## src/rtl/rx_framer_pkg.sv

```systemverilog
// Shared types and constants for the receiver I/Q byte framer.
package rx_framer_pkg;

  typedef enum logic [1:0] {
    IDLE = 2'd0,
    SYNC = 2'd1,
    DATA = 2'd2
  } state_t;

  localparam int unsigned BYTES_PER_SAMPLE = 6;
  localparam int unsigned SYNC_LEN         = 3;
  localparam int unsigned IDX_W            = 3;

  // One buffered I/Q pair; I occupies the upper half so bytes go out MSB first.
  typedef struct packed {
    logic [23:0] i;
    logic [23:0] q;
  } iq_t;

  // Select stream byte idx (0..5) of a sample: I[23:16] first, Q[7:0] last.
  function automatic logic [7:0] iq_byte(input iq_t s, input logic [IDX_W-1:0] idx);
    logic [7:0] b;
    b = 8'h00;
    case (idx)
      3'd0:    b = s.i[23:16];
      3'd1:    b = s.i[15:8];
      3'd2:    b = s.i[7:0];
      3'd3:    b = s.q[23:16];
      3'd4:    b = s.q[15:8];
      3'd5:    b = s.q[7:0];
      default: b = 8'h00;
    endcase
    return b;
  endfunction

endpackage

```

## src/rtl/iq_sample_fifo.sv

```systemverilog
// Synchronous I/Q sample FIFO; a push into a full FIFO is taken when a pop
// happens in the same cycle.
module iq_sample_fifo
  import rx_framer_pkg::*;
#(
  parameter int unsigned DEPTH = 16
) (
  input  logic                     clock,
  input  logic                     reset,
  input  logic                     i_push,
  input  logic                     i_pop,
  input  iq_t                      i_wr_data,
  output iq_t                      o_rd_data,
  output iq_t                      o_rd_data_next,
  output logic                     o_full_c,
  output logic                     o_empty_c,
  output logic [$clog2(DEPTH):0]   o_count
);

  localparam int unsigned AW = $clog2(DEPTH);
  localparam int unsigned CW = AW + 1;

  iq_t           r_mem [DEPTH];
  logic [AW-1:0] r_wr_ptr;
  logic [AW-1:0] r_rd_ptr;
  logic [CW-1:0] r_count;
  logic          w_do_push;
  logic          w_do_pop;

  assign o_full_c       = (r_count == CW'(DEPTH));
  assign o_empty_c      = (r_count == '0);
  assign w_do_pop       = i_pop && !o_empty_c;
  assign w_do_push      = i_push && (!o_full_c || w_do_pop);
  assign o_rd_data      = r_mem[r_rd_ptr];
  assign o_rd_data_next = r_mem[AW'(r_rd_ptr + AW'(1))];
  assign o_count        = r_count;

  // Sample storage, written on every accepted push.
  always_ff @(posedge clock) begin
    if (w_do_push) r_mem[r_wr_ptr] <= i_wr_data;
  end

  // Pointers and occupancy; simultaneous push and pop leaves the count unchanged.
  always_ff @(posedge clock) begin
    if (reset) begin
      r_wr_ptr <= '0;
      r_rd_ptr <= '0;
      r_count  <= '0;
    end else begin
      if (w_do_push) r_wr_ptr <= AW'(r_wr_ptr + AW'(1));
      if (w_do_pop)  r_rd_ptr <= AW'(r_rd_ptr + AW'(1));
      case ({w_do_push, w_do_pop})
        2'b10:   r_count <= CW'(r_count + CW'(1));
        2'b01:   r_count <= CW'(r_count - CW'(1));
        default: r_count <= r_count;
      endcase
    end
  end

endmodule

```

## src/rtl/rx_iq_framer.sv

```systemverilog
// Buffers strobed I/Q pairs and emits sync-headed byte frames on a
// valid/ready stream; flags samples dropped while the buffer is full.
module rx_iq_framer
  import rx_framer_pkg::*;
#(
  parameter int unsigned SAMPLES_PER_FRAME = 8,
  parameter int unsigned DEPTH             = 16,
  parameter logic [7:0]  SYNC_BYTE         = 8'h7F
) (
  input  logic                   clock,
  input  logic                   reset,
  input  logic                   in_strobe,
  input  logic [23:0]            in_data_I,
  input  logic [23:0]            in_data_Q,
  output logic [7:0]             out_data,
  output logic                   out_valid,
  input  logic                   out_ready,
  output logic                   out_sof,
  output logic                   out_eof,
  output logic [$clog2(DEPTH):0] fill,
  output logic                   overflow,
  input  logic                   overflow_clear
);

  localparam int unsigned      CW          = $clog2(DEPTH) + 1;
  localparam logic [IDX_W-1:0] LAST_SYNC   = IDX_W'(SYNC_LEN - 1);
  localparam logic [IDX_W-1:0] LAST_BYTE   = IDX_W'(BYTES_PER_SAMPLE - 1);
  localparam logic [CW-1:0]    FRAME_LEN   = CW'(SAMPLES_PER_FRAME);
  localparam logic [CW-1:0]    LAST_SAMPLE = CW'(SAMPLES_PER_FRAME - 1);

  state_t           r_state, w_state_nxt;
  logic [IDX_W-1:0] r_idx, w_idx_nxt;
  logic [CW-1:0]    r_scnt, w_scnt_nxt;
  logic [7:0]       r_out_data, w_data_nxt;
  logic             r_out_valid, w_valid_nxt;
  logic             r_out_sof, w_sof_nxt;
  logic             r_out_eof, w_eof_nxt;
  logic             r_overflow;
  logic             w_accept;
  logic             w_pop;
  logic             w_full;
  logic             w_empty;
  logic             w_drop;
  iq_t              w_wr_sample;
  iq_t              w_head;
  iq_t              w_head_next;
  iq_t              w_head_sel;

  assign w_wr_sample = {in_data_I, in_data_Q};
  assign w_accept    = r_out_valid && out_ready;
  assign w_drop      = in_strobe && w_full && !w_pop;
  assign out_data    = r_out_data;
  assign out_valid   = r_out_valid;
  assign out_sof     = r_out_sof;
  assign out_eof     = r_out_eof;
  assign overflow    = r_overflow;

  iq_sample_fifo #(
    .DEPTH (DEPTH)
  ) u_fifo (
    .clock          (clock),
    .reset          (reset),
    .i_push         (in_strobe),
    .i_pop          (w_pop),
    .i_wr_data      (w_wr_sample),
    .o_rd_data      (w_head),
    .o_rd_data_next (w_head_next),
    .o_full_c       (w_full),
    .o_empty_c      (w_empty),
    .o_count        (fill)
  );

  // Frame sequencer and output byte registers.
  always_ff @(posedge clock) begin
    if (reset) begin
      r_state     <= IDLE;
      r_idx       <= '0;
      r_scnt      <= '0;
      r_out_data  <= '0;
      r_out_valid <= 1'b0;
      r_out_sof   <= 1'b0;
      r_out_eof   <= 1'b0;
    end else begin
      r_state     <= w_state_nxt;
      r_idx       <= w_idx_nxt;
      r_scnt      <= w_scnt_nxt;
      r_out_data  <= w_data_nxt;
      r_out_valid <= w_valid_nxt;
      r_out_sof   <= w_sof_nxt;
      r_out_eof   <= w_eof_nxt;
    end
  end

  // Next byte position, FIFO pop, and the byte to present for that position.
  always_comb begin
    w_state_nxt = r_state;
    w_idx_nxt   = r_idx;
    w_scnt_nxt  = r_scnt;
    w_pop       = 1'b0;
    w_valid_nxt = 1'b0;
    w_data_nxt  = 8'h00;
    w_sof_nxt   = 1'b0;
    w_eof_nxt   = 1'b0;

    case (r_state)
      IDLE: begin
        if (fill >= FRAME_LEN) begin
          w_state_nxt = SYNC;
          w_idx_nxt   = '0;
        end
      end
      SYNC: begin
        if (w_accept) begin
          if (r_idx == LAST_SYNC) begin
            w_state_nxt = DATA;
            w_idx_nxt   = '0;
            w_scnt_nxt  = '0;
          end else begin
            w_idx_nxt = IDX_W'(r_idx + IDX_W'(1));
          end
        end
      end
      DATA: begin
        if (w_accept) begin
          if (r_idx == LAST_BYTE) begin
            w_pop      = !w_empty;
            w_idx_nxt  = '0;
            w_scnt_nxt = CW'(r_scnt + CW'(1));
            if (r_scnt == LAST_SAMPLE) w_state_nxt = IDLE;
          end else begin
            w_idx_nxt = IDX_W'(r_idx + IDX_W'(1));
          end
        end
      end
      default: w_state_nxt = IDLE;
    endcase

    // After a pop the next sample is already at the FIFO's second slot.
    w_head_sel  = w_pop ? w_head_next : w_head;
    // The cycle that enters SYNC from IDLE still presents nothing.
    w_valid_nxt = (r_state != IDLE) && (w_state_nxt != IDLE);
    if (w_valid_nxt) begin
      if (w_state_nxt == SYNC) begin
        w_data_nxt = SYNC_BYTE;
        w_sof_nxt  = (w_idx_nxt == '0);
      end else begin
        w_data_nxt = iq_byte(w_head_sel, w_idx_nxt);
        w_eof_nxt  = (w_idx_nxt == LAST_BYTE) && (w_scnt_nxt == LAST_SAMPLE);
      end
    end
  end

  // Sticky drop flag; a new drop wins over a same-cycle clear.
  always_ff @(posedge clock) begin
    if (reset)               r_overflow <= 1'b0;
    else if (w_drop)         r_overflow <= 1'b1;
    else if (overflow_clear) r_overflow <= 1'b0;
  end

endmodule

```

## config.mk

```make
export PLATFORM = sky130hd
export DESIGN_NAME = rx_iq_framer
export DESIGN_NICKNAME = d
export VERILOG_FILES = /design/src/rtl/rx_framer_pkg.sv /design/src/rtl/iq_sample_fifo.sv /design/src/rtl/rx_iq_framer.sv
export SDC_FILE = /design/constraint.sdc
export NUM_CORES = 1
export LEC_CHECK = 0
export ABC_CLOCK_PERIOD_IN_PS = 5100
export CAP_MARGIN = 15
export CORE_MARGIN = 8
export CORE_UTILIZATION = 55
export DETAILED_ROUTE_END_ITERATION = 10
export GPL_TIMING_DRIVEN = 1
export PLACE_DENSITY = 0.83
export SKIP_LAST_GASP = 1
export SYNTH_ARGS = -nofsm -noshare
export SYNTH_HDL_FRONTEND = slang
export SYNTH_HIERARCHICAL = 1
export SYNTH_SLANG_ARGS = --single-unit
```

## constraint.sdc

```tcl
create_clock -name clock -period 5.1 [get_ports clock]
set_clock_uncertainty 0.05 [all_clocks]
set_input_delay 0.765 -clock clock [delete_from_list [all_inputs] [get_ports clock]]
set_output_delay 0.765 -clock clock [all_outputs]
set_load 0.02 [all_outputs]
```

; Yosys cells after proc, flatten, opt, wreduce, memory -nomap -nowiden
; Memory sizes are Yosys's and may differ from the RTL's. A register that Yosys moved wholly into a read port is not among the register bits.
; Index checks and enable logic that the tools add are counted.
[word_totals]
register_bits = 35
inputBits = 53
ramBits = 768
elab_cells = 89
mem_count = 1
output_inout_bits = 17
[memory_table]
columns = memory, words, width, read_ports, rd_clocked_by_memory_dff, write_ports, line
row1 = u_fifo.r_mem, 16, 48, 2, 1, 1, iq_sample_fifo.sv:23  ; iq_t r_mem [DEPTH];
[classes]
bitwise_logic = 2
n_reduce_logical = 21
n_eq_ne = 15
addsub = 6
mux = 31
n_lt_le_gt_ge = 1
[ops]
columns = operator, n
row1 = $mux 48, 1
row2 = $pmux 8 s6, 1
row3 = $mux 5, 4
row4 = $pmux 5 s2, 2
row5 = $mux 3, 5
row6 = $mux 2, 6
row7 = $add 5x1->5 const B, 2
row8 = $eq 5x3->1 const B, 2
row9 = $eq 3x2->1 const B, 3
row10 = $eq 3x3->1 const B, 3
row11 = $pmux 3 s3, 1
row12 = $add 4x1->4 const B, 2
row13 = $mux 4, 2
row14 = $reduce_bool 2->1, 4
row15 = $logic_and 1x1->1, 7
row16 = $mux 1, 7
row17 = $mux 7, 1
row18 = $eq 2x1->1 const B, 3
row19 = $pmux 2 s3, 1
row20 = $reduce_or 3->1, 2
row21 = $eq 5x5->1 const B, 1
row22 = $ge 5x4->1 const B, 1
row23 = $logic_not 5->1, 1
row24 = $sub 5x1->5 const B, 1
row25 = other kinds (9), 13

; Depth between registers and ports, before layout
[logic_depth]
ltp_word = 10
ltp_mapped = 15
mapped_depth_nobuf = 12

; Modules after synthesis
; The synthesis kept the hierarchy.
[by_module_without_submodules]
columns = mod, cells_each, seq_area_each_um2, instances, area_per_inst_um2
row1 = iq_sample_fifo, 1474, 23402.4, 1, 36010.8
row2 = rx_iq_framer, 262, 440.4, 1, 2200.9

; Worst setup path after synthesis
; No wires, ideal clock.
[synth_timing]
path_type = input -> register
start = in out_ready
end = mem u_fifo/r_mem[10][0] in the netlist's numbering, enable pin
setup_slack_ps = 859
setup_ps = 410
t_arrival_ps = 3780
required_time_ps = 4640
cell_stages = 10
path_buffers = 2
cell_sequence = nand4_1 > nor2_1 > nand3b_1 > inv_2 > buf_4 > buf_2 > nand2b_1 > o21ai_2 > nor3b_1 > and2_1
[synth_between]
elab_chain_cells = 8
[synth_rtl]
columns = element, line
row1 = from (decl), rx_iq_framer.sv:17  ; input logic out_ready,
row2 = $logic_and 1x1->1, rx_iq_framer.sv:50  ; assign w_accept = r_out_valid && out_ready;
row3 = $mux 1, rx_iq_framer.sv:124  ; if (w_accept) begin
row4 = $mux 1, rx_iq_framer.sv:105  ; case (r_state)
row5 = net w_pop, rx_iq_framer.sv:40  ; logic w_pop;
row6 = $logic_and 1x1->1, iq_sample_fifo.sv:32  ; assign w_do_pop = i_pop && !o_empty_c;
row7 = $logic_or 1x1->1, iq_sample_fifo.sv:33  ; assign w_do_push = i_push && (!o_full_c || w_do_pop);
row8 = $logic_and 1x1->1, iq_sample_fifo.sv:33
row9 = $mux 1, iq_sample_fifo.sv:40  ; if (w_do_push) r_mem[r_wr_ptr] <= i_wr_data;
row10 = $mux 1 (implied by the code), iq_sample_fifo.sv:40
row11 = to (decl), iq_sample_fifo.sv:23
; The timed path passes the listed nets, and every way through them passes these cells.

; Worst setup path after layout
[layout_timing]
start = reg r_state[0]
end = reg r_out_data[3] (netlist: out_data[3])
[layout_between]
elab_chain_cells = 8
elab_cells_between_ends = 27
classes_between = 8 x eq/ne / 12 x mux / 1 x bitwise / 6 x reduce/logical
[layout_rtl]
columns = element, line
row1 = from (decl), rx_iq_framer.sv:31  ; state_t r_state, w_state_nxt;
row2 = from (signal assigned), rx_iq_framer.sv:84  ; r_state <= w_state_nxt;
row3 = "parallel branches: the longest is 8 deep, another holds $pmux 8 s6", n/a
row4 = to (signal assigned), rx_iq_framer.sv:87  ; r_out_data <= w_data_nxt;
row5 = to (decl), rx_iq_framer.sv:34  ; logic [7:0] r_out_data, w_data_nxt;
; Several ways; the timed one is not identified.
; A chain may end at the register's enable or synchronous reset.

==> results by group <==
Detailed routing
  – Via/cell ratio: approximately 7.4
  – Final WL: 100.6 mm
  – Pre-Repair DR Iteration Count: 6
  – Final antenna-violating net count: 0
  – Detailed-route via count: about 21000
  – Starting DRT DRC Count: ~2900
  – Routed length per instance: ~36 um
  – DRC Markers: 0

Logic synthesis
  – Synthesized instance count: 1731
  – Post-Syn Area: around 38000 sq um
  – Syn nets: approximately 1800
  – Synthesized area per cell: ~22 sq um
  – Synth warnings: 6

CTS
  – TritonCTS clock tree: done
  – Resized cells post-CTS: 0
  – CTS sink count: about 800
  – TritonCTS buffer count: 83
  – Reg clk slew, reported paths: around 0.060 ns
  – Hold-fix buffers at CTS: 0
  – Setup repair bufs after CTS: 0
  – H-tree level count: 3
  – CTS Buffer Depth: 3
  – Clock latency on the worst-skew pair: ~0.63 ns
  – Clock Tree Root: clkbuf_16

Timing
  – Highest clock rate: 233.8 MHz
  – Final hold vios: 0
  – Unrepaired setup endpoints after global routing: false
  – TNS Setup: 0 ns
  – Final setup violating endpoints: 0
  – Tmin final: between 4 and 5 ns
  – Hold slack: between 0.4 and 0.5 ns
  – Final WS setup: roughly 0.82 ns
  – Tightest Pin Transition: between 1 and 1.5 ns
  – Slew Limit Fails: 0
  – Relative slew margins: 22.57%
  – Fin crit share: between 80% and 90%

Worst setup path
  – Reg-to-Reg Start: r_state[0]
  – Critical path startpoint: r_state[0]
  – Cell Chain, Critical Path: inv_1 > ha_1 > a2bb2oi_1 > o21ai_1 > and3_1 > buf_16 > mux2_2 > a221oi_1 > a41oi_1
  – Crit Path Class: register to register
  – Max incr delay on CP: about 0.69 ns
  – Worst setup SP type: register
  – Required @ worst endpoint: 5.51 ns
  – Critical Path End Type: register
  – Max FO, Critical Path: 14
  – Data arrival, critical path: between 4 and 5 ns
  – Crit-path slowest cell: o21ai_1

Die
  – # IOs: 70
  – Starting utilization of the core area: a little under three fifths
  – Core Region: 68590 sq um
  – Die W: roughly 280 um
  – Full die area: slightly below 80000 sq um
  – Cell Rows: 96
  – Die Y: ~280 um

Global routing
  – Global-route wire length before repair: 148.1 mm
  – Number of global-route vias before repair: 21340
  – Tot GR Track Use: around a quarter
  – Largest net degree at the start of global routing: slightly below 70
  – GR Overflow Total: 0
  – Initial antenna violation count: 3

Final layout
  – Nets: 1875
  – # fillers: ~4400
  – Layout cells sized above 1: a little over a third
  – Synth-to-layout area growth: 11.77%

Power and ir drop
  – Leakage: roughly 13 nW
  – Max IR drop VDD: 0.4052 mV
  – Power per cell area: roughly 330 nW/um^2

Place
  – Final GP Congestion: ~0.89
  – IO buf count: ~70
  – Hpwl dp: between 50 and 60 mm
  – Setup WS pre-CTS: ~0.50 ns

Status
  – Status: completed

Run
  – Max-cap violations: 0

Worst hold path
  – Worst min-delay path startpoint: overflow
  – Hold Crit Class: register to register
## routing by layer
metal	vias up	track usage (%)	wire (um)
met4	2	10.08	4026
li1	7894	-	-
met1	10930	34.15	35020
met3	272	6.336	12380
met5	-	0	12
met2	1751	41.55	49150
## flip-flops by register name (all words and copies together) (netlist names), named ones only
name,flops
u_fifo/r_mem,768
out_data,8
r_scnt,5
u_fifo/o_count,5
u_fifo/r_rd_ptr,4
u_fifo/r_wr_ptr,4
r_idx,3
r_state,2
out_eof,1
out_sof,1
out_valid,1
overflow,1
## final cells by class
| cell class | count | area [sq um] | area share, % |
|---|---|---|---|
| antenna | 1 | 2.502 | 0.005877 |
| clock buffer | 101 | 2187 | 5.136 |
| clock inverter | 48 | 586.8 | 1.378 |
| inverter | 29 | 108.9 | 0.2556 |
| multi-input combinational | 769 | 13250 | 31.13 |
| sequential | 807 | 23860 | 56.03 |
| tap | 931 | 1165 | 2.736 |
| timing repair buffer | 118 | 1416 | 3.326 |
## worst paths after layout
check                                   end  slack [ns]  cells after the start
worst max-delay path            out_data[3]        0.82                      9
worst min-delay path               overflow        0.45                      2
worst max register to register  out_data[3]        0.82                      9
worst min register to register     overflow        0.45                      2
## through the flow
| step | area [sq um] | std cells | power [mW] | util (%) |
|---|---|---|---|---|
| after floorplan | 38100 | 1731 | 7.681 | - |
| after global placement | 39780 | 2653 | 7.909 | 57.99 |
| after detailed placement | 39780 | 2653 | 7.934 | 57.99 |
| after CTS | 42550 | 2802 | 14.09 | 62.04 |
| after global routing | 42580 | 2804 | 14.35 | 62.08 |
| final | 42580 | 2804 | 14.04 | 62.08 |
## cell usage in the layout (no fill, tap or decap), types with 21 or more instances in the layout
master / n
edfxtp_1: 768
mux4_2: 408
clkbuf_16: 85
clkdlybuf4s50_1: 69
mux4_1: 65
dfxtp_1: 34
o211ai_1: 32
inv_1: 27
nor2_1: 27
mux2_2: 27
buf_12: 27
nor3_1: 21
buf_4: 21
## worst max-delay path, delay by kind of cell, from the launching register on
kind,cells,cell delay (ns)
multiplexers,1,0.40
buffers and inverters,2,0.35
AND/OR/NAND/NOR,1,0.65
flip-flops,1,0.43
adder cells (fa/ha/maj),1,0.37
AO/OA/AOI/OAI,4,1.86
## power by group
group | internal (mW) | switching [mW] | total [mW]
clock network | 3.71 | 2.51 | 6.23
registers | 7.34 | 0.0402 | 7.38
logic | 0.170 | 0.263 | 0.433
total | 11.2 | 2.82 | 14.0
Note: power is estimated with default switching activity, not from simulation.
